[src/rtl/dac_sched_pkg.sv]
// dac_sched_pkg: shared types, widths and word packing for the DAC channel scheduler.
//   state_e   - scheduler FSM states
//   WORD_W    - serial DAC word width {A[1:0], RNG, D[7:0]}
//   DATA_W    - sample width per channel
//   ADDR_W    - DAC address width (also the channel index width)
//   pack_word - builds the serial word, MSB (A[1]) first on the wire
package dac_sched_pkg;

  typedef enum logic [1:0] {
    IDLE,
    SHIFT,
    LOAD,
    GAP
  } state_e;

  localparam int unsigned WORD_W = 11;
  localparam int unsigned DATA_W = 8;
  localparam int unsigned ADDR_W = 2;

  function automatic logic [WORD_W-1:0] pack_word(input logic [ADDR_W-1:0] addr,
                                                  input logic              rng,
                                                  input logic [DATA_W-1:0] data);
    return {addr, rng, data};
  endfunction

endpackage

[src/rtl/rr_arbiter.sv]
// rr_arbiter: combinational round-robin arbiter for the DAC channel scheduler.
//   i_req        - per-channel request vector
//   i_ptr        - index of the last granted channel; search starts just after it
//   i_fixed_prio - when high, channel 0 wins outright whenever it requests and is
//                  excluded from the round-robin search over the other channels
//   o_gnt        - one-hot grant
//   o_idx        - binary index of the granted channel
//   o_valid      - a grant was made this cycle
module rr_arbiter
  import dac_sched_pkg::*;
#(
  parameter int unsigned NUM_CH = 4
) (
  input  logic [NUM_CH-1:0] i_req,
  input  logic [ADDR_W-1:0] i_ptr,
  input  logic              i_fixed_prio,
  output logic [NUM_CH-1:0] o_gnt,
  output logic [ADDR_W-1:0] o_idx,
  output logic              o_valid
);

  logic              w_found;
  logic [ADDR_W-1:0] w_cand;

  always_comb begin
    o_gnt   = '0;
    o_idx   = '0;
    w_found = 1'b0;
    w_cand  = '0;

    if (i_fixed_prio && i_req[0]) begin
      o_gnt[0] = 1'b1;
      w_found  = 1'b1;
    end

    // Walk the channels starting one past the pointer; the pointer itself comes last.
    for (int unsigned k = 1; k <= NUM_CH; k++) begin
      w_cand = ADDR_W'((32'(i_ptr) + k) % NUM_CH);
      if (!w_found && i_req[w_cand] && !(i_fixed_prio && (w_cand == '0))) begin
        w_found       = 1'b1;
        o_gnt[w_cand] = 1'b1;
        o_idx         = w_cand;
      end
    end

    o_valid = w_found;
  end

endmodule

[src/rtl/dac_channel_scheduler.sv]
// dac_channel_scheduler: shares one 4-channel serial DAC between up to NUM_CH sample
// producers. Pending requests are granted round-robin, the 11-bit word
// {A[1:0], RNG, D[7:0]} is shifted out MSB first on a divided DAC clock (DAC samples on
// the falling edge), then LOAD is pulsed low to update the addressed output.
//
// Ports:
//   clk        - system clock
//   reset      - asynchronous, active-high reset
//   req_i      - per-channel request, held with stable data until ack
//   data_i     - channel i sample at [8i+7:8i]
//   ack_o      - one-cycle pulse when a channel's data is captured
//   busy_o     - transaction in progress (state != IDLE)
//   dac_data_o - DAC serial data
//   dac_clk_o  - DAC serial clock
//   dac_load_o - DAC LOAD, active low
//   dac_ldac_o - tied low (DAC updates on LOAD)
//
// Build option: define DAC_SCHED_FIXED_PRIO_EN to give channel 0 absolute priority,
// with the remaining channels round-robin among themselves.
module dac_channel_scheduler
  import dac_sched_pkg::*;
#(
  parameter int unsigned NUM_CH      = 4,
  parameter int unsigned CLK_DIV     = 2,
  parameter int unsigned LOAD_CYCLES = 2,
  parameter logic [3:0]  RNG_MASK    = 4'b0000
) (
  input  logic                     clk,
  input  logic                     reset,
  input  logic [NUM_CH-1:0]        req_i,
  input  logic [DATA_W*NUM_CH-1:0] data_i,
  output logic [NUM_CH-1:0]        ack_o,
  output logic                     busy_o,
  output logic                     dac_data_o,
  output logic                     dac_clk_o,
  output logic                     dac_load_o,
  output logic                     dac_ldac_o
);

`ifdef DAC_SCHED_FIXED_PRIO_EN
  localparam logic FixedPrio = 1'b1;
`else
  localparam logic FixedPrio = 1'b0;
`endif

  localparam int unsigned CntW = 16;
  // Counter values at which the DAC clock falls, a bit ends, and LOAD ends.
  localparam logic [CntW-1:0] CycFall  = CntW'(CLK_DIV - 1);
  localparam logic [CntW-1:0] CycLast  = CntW'(2 * CLK_DIV - 1);
  localparam logic [CntW-1:0] LoadLast = CntW'(LOAD_CYCLES - 1);

  state_e              r_state;
  logic [ADDR_W-1:0]   r_ptr;
  logic [WORD_W-1:0]   r_shift;
  logic [3:0]          r_bit;
  logic [CntW-1:0]     r_cnt;
  logic [NUM_CH-1:0]   r_ack;
  logic                r_busy;
  logic                r_data;
  logic                r_clk;
  logic                r_load;

  logic [NUM_CH-1:0]   w_gnt;
  logic [ADDR_W-1:0]   w_gnt_idx;
  logic                w_gnt_valid;
  logic [WORD_W-1:0]   w_word;

  rr_arbiter #(
    .NUM_CH (NUM_CH)
  ) u_arb (
    .i_req        (req_i),
    .i_ptr        (r_ptr),
    .i_fixed_prio (FixedPrio),
    .o_gnt        (w_gnt),
    .o_idx        (w_gnt_idx),
    .o_valid      (w_gnt_valid)
  );

  // Data is taken only at the grant edge; later changes on data_i are ignored.
  assign w_word = pack_word(w_gnt_idx, RNG_MASK[w_gnt_idx],
                            data_i[DATA_W*int'(w_gnt_idx) +: DATA_W]);

  always_ff @(posedge clk or posedge reset) begin
    if (reset) begin
      r_state <= IDLE;
      r_ptr   <= ADDR_W'(NUM_CH - 1);
      r_shift <= '0;
      r_bit   <= '0;
      r_cnt   <= '0;
      r_ack   <= '0;
      r_busy  <= 1'b0;
      r_data  <= 1'b0;
      r_clk   <= 1'b0;
      r_load  <= 1'b1;
    end else begin
      r_ack <= '0;
      unique case (r_state)
        IDLE: begin
          if (w_gnt_valid) begin
            r_shift <= w_word;
            r_data  <= w_word[WORD_W-1];
            r_clk   <= 1'b1;
            r_bit   <= 4'(WORD_W - 1);
            r_cnt   <= '0;
            r_ack   <= w_gnt;
            r_busy  <= 1'b1;
            r_state <= SHIFT;
            // With fixed priority, channel 0 grants leave the rotation untouched.
            if (!FixedPrio || (w_gnt_idx != '0)) begin
              r_ptr <= w_gnt_idx;
            end
          end
        end

        SHIFT: begin
          if (r_cnt == CycLast) begin
            r_cnt <= '0;
            if (r_bit == '0) begin
              r_clk   <= 1'b0;
              r_load  <= 1'b0;
              r_state <= LOAD;
            end else begin
              r_bit   <= r_bit - 4'd1;
              r_shift <= r_shift << 1;
              r_data  <= r_shift[WORD_W-2];
              r_clk   <= 1'b1;
            end
          end else begin
            r_cnt <= r_cnt + 1'b1;
            // Mid-bit falling edge: data has been stable for CLK_DIV cycles.
            if (r_cnt == CycFall) begin
              r_clk <= 1'b0;
            end
          end
        end

        LOAD: begin
          if (r_cnt == LoadLast) begin
            r_cnt   <= '0;
            r_load  <= 1'b1;
            r_data  <= 1'b0;
            r_state <= GAP;
          end else begin
            r_cnt <= r_cnt + 1'b1;
          end
        end

        GAP: begin
          r_busy  <= 1'b0;
          r_state <= IDLE;
        end

        default: begin
          r_state <= IDLE;
        end
      endcase
    end
  end

  assign ack_o      = r_ack;
  assign busy_o     = r_busy;
  assign dac_data_o = r_data;
  assign dac_clk_o  = r_clk;
  assign dac_load_o = r_load;
  assign dac_ldac_o = 1'b0;

endmodule

[config.mk]
export PLATFORM = sky130hd
export DESIGN_NAME = dac_channel_scheduler
export DESIGN_NICKNAME = d
export VERILOG_FILES = /design/src/rtl/dac_sched_pkg.sv /design/src/rtl/rr_arbiter.sv /design/src/rtl/dac_channel_scheduler.sv
export SDC_FILE = /design/constraint.sdc
export NUM_CORES = 1
export LEC_CHECK = 0
export ABC_CLOCK_PERIOD_IN_PS = 5100
export BUFFER_PORTS_ARGS = -buffer_cell sky130_fd_sc_hd__buf_4
export CAP_MARGIN = 5
export CORE_MARGIN = 2
export CORE_UTILIZATION = 45
export DETAILED_ROUTE_END_ITERATION = 10
export PLACE_DENSITY = 0.66
export SLEW_MARGIN = 20
export SYNTH_ARGS = -nofsm -noshare
export SYNTH_HDL_FRONTEND = slang
export SYNTH_SLANG_ARGS = --single-unit
[constraint.sdc]
create_clock -name clk -period 5.1 [get_ports clk]
set_clock_uncertainty 0.1 [all_clocks]
set_input_delay 0 -clock clk [delete_from_list [all_inputs] [get_ports clk]]
set_output_delay 0 -clock clk [all_outputs]
set_load 0.01 [all_outputs]
==> insert_results.sql <==
INSERT INTO impl_metrics (metric_group, metric, value, unit) VALUES
('sta', 'relative_slew_slack', '51.6', '%'),
('grt', 'grt_util_all_layers', '20.5', '%'),
('cts', 'clock_tree.buffer_depth', '2', ''),
('cts', 'clkLatencyLatePin', '0.30', 'ns'),
('grt', 'grt_first_pass_wirelength', '12.4', 'mm'),
('placement', 'place_hpwl', '4.98', 'mm'),
('cells_and_area', 'finish.cell_count_without_fillers', '478', ''),
('grt', 'grt_max_degree', '43', ''),
('sta', 'drv_slew', '0', ''),
('floorplanning', 'initial_utilization', '47.1', '%'),
('critical_path', 'crit_path_start', 'r_ptr[0]', ''),
('critical_path', 'reg2reg_from', 'r_ptr[0]', ''),
('cells_and_area', 'final_layout_size_suffix_gt1_share', '19.2', '%'),
('placement', 'placed_cells_incl_taps', '445', ''),
('sta', 'final.setup.tns', '0', 'ns'),
('critical_path', 'start_kind', 'flop', ''),
('route', 'antenna_violating_nets_post_route', '0', ''),
('logic_synthesis', 'synth.yosys.seq_area_share', '34.7', '%'),
('cells_and_area', 'net_count_final', '454', ''),
('logic_synthesis', 'synth_most_common_cell', 'sky130_fd_sc_hd__nor2_1', ''),
('sta', 'final.min_clock_period', '4.67', 'ns'),
('critical_path', 'reg2reg_depth', '10', ''),
('route', 'drt-pass1-iter-count', '4', ''),
('placement', 'numPortBuffers', '45', ''),
('logic_synthesis', 'synth_seq_cells', '42', ''),
('cts', 'clockRootBuffer', 'sky130_fd_sc_hd__clkbuf_8', ''),
('cells_and_area', 'area_delta_synth_final', '24.3', '%'),
('route', 'drc', '0', ''),
('route', 'drt_via_density', '5.72', ''),
('grt', 'grt_overflow_total', '0', ''),
('cts', 'clock_sinks', '42', ''),
('placement', 'dpl_cell_area', '3390', 'sq um'),
('route', 'route.detailed.wl_per_inst', '15.2', 'um'),
('logic_synthesis', 'synthesis.nets', '394', ''),
('logic_synthesis', 'postSynth.topFlopCell', 'sky130_fd_sc_hd__dfrtp_1', ''),
('cts', 'cts_inserted_buffers', '5', ''),
('logic_synthesis', 'synth_commonest_cells', 'sky130_fd_sc_hd__nor2_1 (44), sky130_fd_sc_hd__dfrtp_1 (39), sky130_fd_sc_hd__nand2_1 (21)', ''),
('logic_synthesis', 'synthesis.yosys.warnings', '0', ''),
('grt', 'grt_pass1_vias', '2531', ''),
('floorplanning', 'ioPinCount', '47', ''),
('cells_and_area', 'finish.utilization', '58.5', '%'),
('logic_synthesis', 'number_of_enable_type_register_cells_in_the_synthesized_netlist', '0', ''),
('critical_path', 'reg2reg_setup_slack', '0.43', 'ns'),
('grt', 'antenna_violations_before_repair', '0', ''),
('placement', 'gp_congestion', '0.781', ''),
('power', 'worst_ir_drop_vdd', '0.352', 'mV'),
('sta', 'grt_setup_unrepaired', 'no', ''),
('cells_and_area', 'layout.cell_area.non_filler', '3780', 'sq um'),
('sta', 'layout_worst_path_cycle_share', '91.7', '%'),
('critical_path', 'crit_type', 'flop to flop', ''),
('power', 'leakagePower', '1.68', 'nW'),
('sta', 'fmaxAchievable', '214', 'MHz'),
('sta', 'worstMarginPinSlew', '0.719', 'ns'),
('critical_path', 'cp-end-kind', 'flop', ''),
('cts', 'htree_num_levels', '2', ''),
('logic_synthesis', 'post-synth-top-area-fraction', '32.1', '%'),
('critical_path', 'cp.arrival', '4.75', 'ns'),
('logic_synthesis', 'yosysTopAreaCell', 'sky130_fd_sc_hd__dfrtp_1', ''),
('critical_path', 'cp_max_fo', '21', ''),
('logic_synthesis', 'avgSynthCellArea', '8.94', 'sq um'),
('sta', 'finalHoldViolCount', '0', ''),
('logic_synthesis', 'synthTopCellsByArea', 'sky130_fd_sc_hd__dfrtp_1 (32%), sky130_fd_sc_hd__ha_1 (6.6%), sky130_fd_sc_hd__mux2i_1 (5.6%)', ''),
('power', 'power_per_cell_area', '598', 'nW/um^2'),
('outcome', 'status', 'completed', ''),
('cells_and_area', 'antennaDiodeCount', '0', ''),
('floorplanning', 'core_area', '6460', 'sq um'),
('min_path', 'holdCritStartpoint', 'data_i[24]', ''),
('route', 'vias', '2734', ''),
('critical_path', 'worstPathRequired', '5.18', 'ns'),
('logic_synthesis', 'postSynthCellCount', '340', ''),
('cts', 'cts.clk_slew.worst_paths', '0.09', 'ns');
==> power breakdown <==
part / switching (W) / internal, W
Combinational: 0.000754 / 0.000638
Clock: 0.000123 / 0.000209
Sequential: 0.0000955 / 0.000441
==> area by class of cell <==
class	count	area (sq um)
Fill cell	585	2680
Inverter	19	75.1
Clock buffer	6	82.6
Tap cell	77	96.3
Sequential cell	42	1050
Multi-Input combinational cell	259	1810
Timing Repair Buffer	73	603
Clock inverter	2	60.1
==> timing repair <==
action,CTS,global route
gates resized for setup,0,1
hold endpoints to repair,47,0
endpoints found under the setup margin,0,1
buffers inserted,0,3
hold buffers,22,0
==> how the worst min path moves through the flow <==
stage / end / slack, ns / cells past startpoint
2_1_floorplan: r_shift[0] / 0.12 / 2
3_3_place_gp: r_cnt[9] / 0.08 / 3
3_5_place_dp: r_cnt[10] / 0.08 / 3
4_1_cts: r_shift[0] / 0.12 / 4
5_1_grt: r_shift[0] / 0.13 / 4
6_report: r_shift[0] / 0.13 / 4
==> layer usage <==
layer / track usage [%] / vias to the layer above / wire length (um)
li1: - / 1350 / -
met1: 29.4 / 1292 / 3370
met2: 31.5 / 79 / 3410
met3: 3.43 / 13 / 336
met4: 6.96 / 0 / 150
met5: 0 / - / 0
==> per-stage QoR <==
step                worst slack [ns]  hold slack [ns]  total power (W)
finish                         0.426            0.127          0.00226
global route                   0.172            0.135          0.00245
CTS                            0.314            0.117          0.00224
detailed placement              1.32           0.0793          0.00177
global placement                1.44           0.0771          0.00175
floorplan                       1.45            0.122          0.00151
==> cell families after synthesis <==
| group | Yosys count | share of synthesized area (%) |
|---|---|---|
| other cells | 1 | 0.123 |
| simple gates | 128 | 21.2 |
| mux | 25 | 9.67 |
| xor+xnor | 11 | 3.17 |
| compound gates | 78 | 18.5 |
| fa+ha+maj | 16 | 6.58 |
| flops | 42 | 34.7 |
| buf+inv | 39 | 6.05 |
==> flip-flops by register name (all words and copies together) (netlist names) <==
| signal | count |
|---|---|
| r_cnt | 16 |
| r_shift | 10 |
| ack_o | 4 |
| r_bit | 4 |
| r_ptr | 2 |
| r_state | 2 |
| busy_o | 1 |
| dac_clk_o | 1 |
| dac_data_o | 1 |
| dac_load_o | 1 |
==> cells in the final DEF (no fill, tap or decap), drive strengths merged, types with 2 or more instances in the layout <==
cell type / synthesis / final
a211o: 7 / 7
a21boi: 7 / 7
a21oi: 8 / 8
a221oi: 4 / 4
a22oi: 4 / 4
and3: 3 / 3
and4: 2 / 2
buf: 8 / 51
bufinv: 0 / 2
clkbuf: 12 / 6
dfrtp: 39 / 39
dfstp: 3 / 3
dlygate4sd3: 0 / 22
ha: 16 / 16
inv: 19 / 18
mux2: 5 / 5
mux2i: 17 / 17
mux4: 3 / 3
nand2: 21 / 21
nand2b: 4 / 4
nand3: 11 / 11
nand4: 13 / 13
nor2: 45 / 45
nor2b: 14 / 14
nor3: 4 / 4
nor4: 4 / 4
o211ai: 4 / 4
o21ai: 17 / 17
o221ai: 8 / 8
o22ai: 6 / 6
o31ai: 4 / 4
or4: 2 / 2
xnor2: 6 / 6
xor2: 5 / 5
==> worst max-delay path, cell delays in order, from the launching register on <==
cell and delay [ns]:
sky130_fd_sc_hd__dfstp_2 0.85, sky130_fd_sc_hd__clkinvlp_4 0.26, sky130_fd_sc_hd__ha_1 0.51, sky130_fd_sc_hd__mux4_2 0.51
sky130_fd_sc_hd__o31ai_4 0.51, sky130_fd_sc_hd__o31ai_2 0.13, sky130_fd_sc_hd__buf_4 0.22, sky130_fd_sc_hd__mux2i_1 0.16
sky130_fd_sc_hd__dlygate4sd3_1 0.59, sky130_fd_sc_hd__o221ai_1 0.12, sky130_fd_sc_hd__dlygate4sd3_1 0.58
No activity file was read; power rests on OpenSTA's default activity.
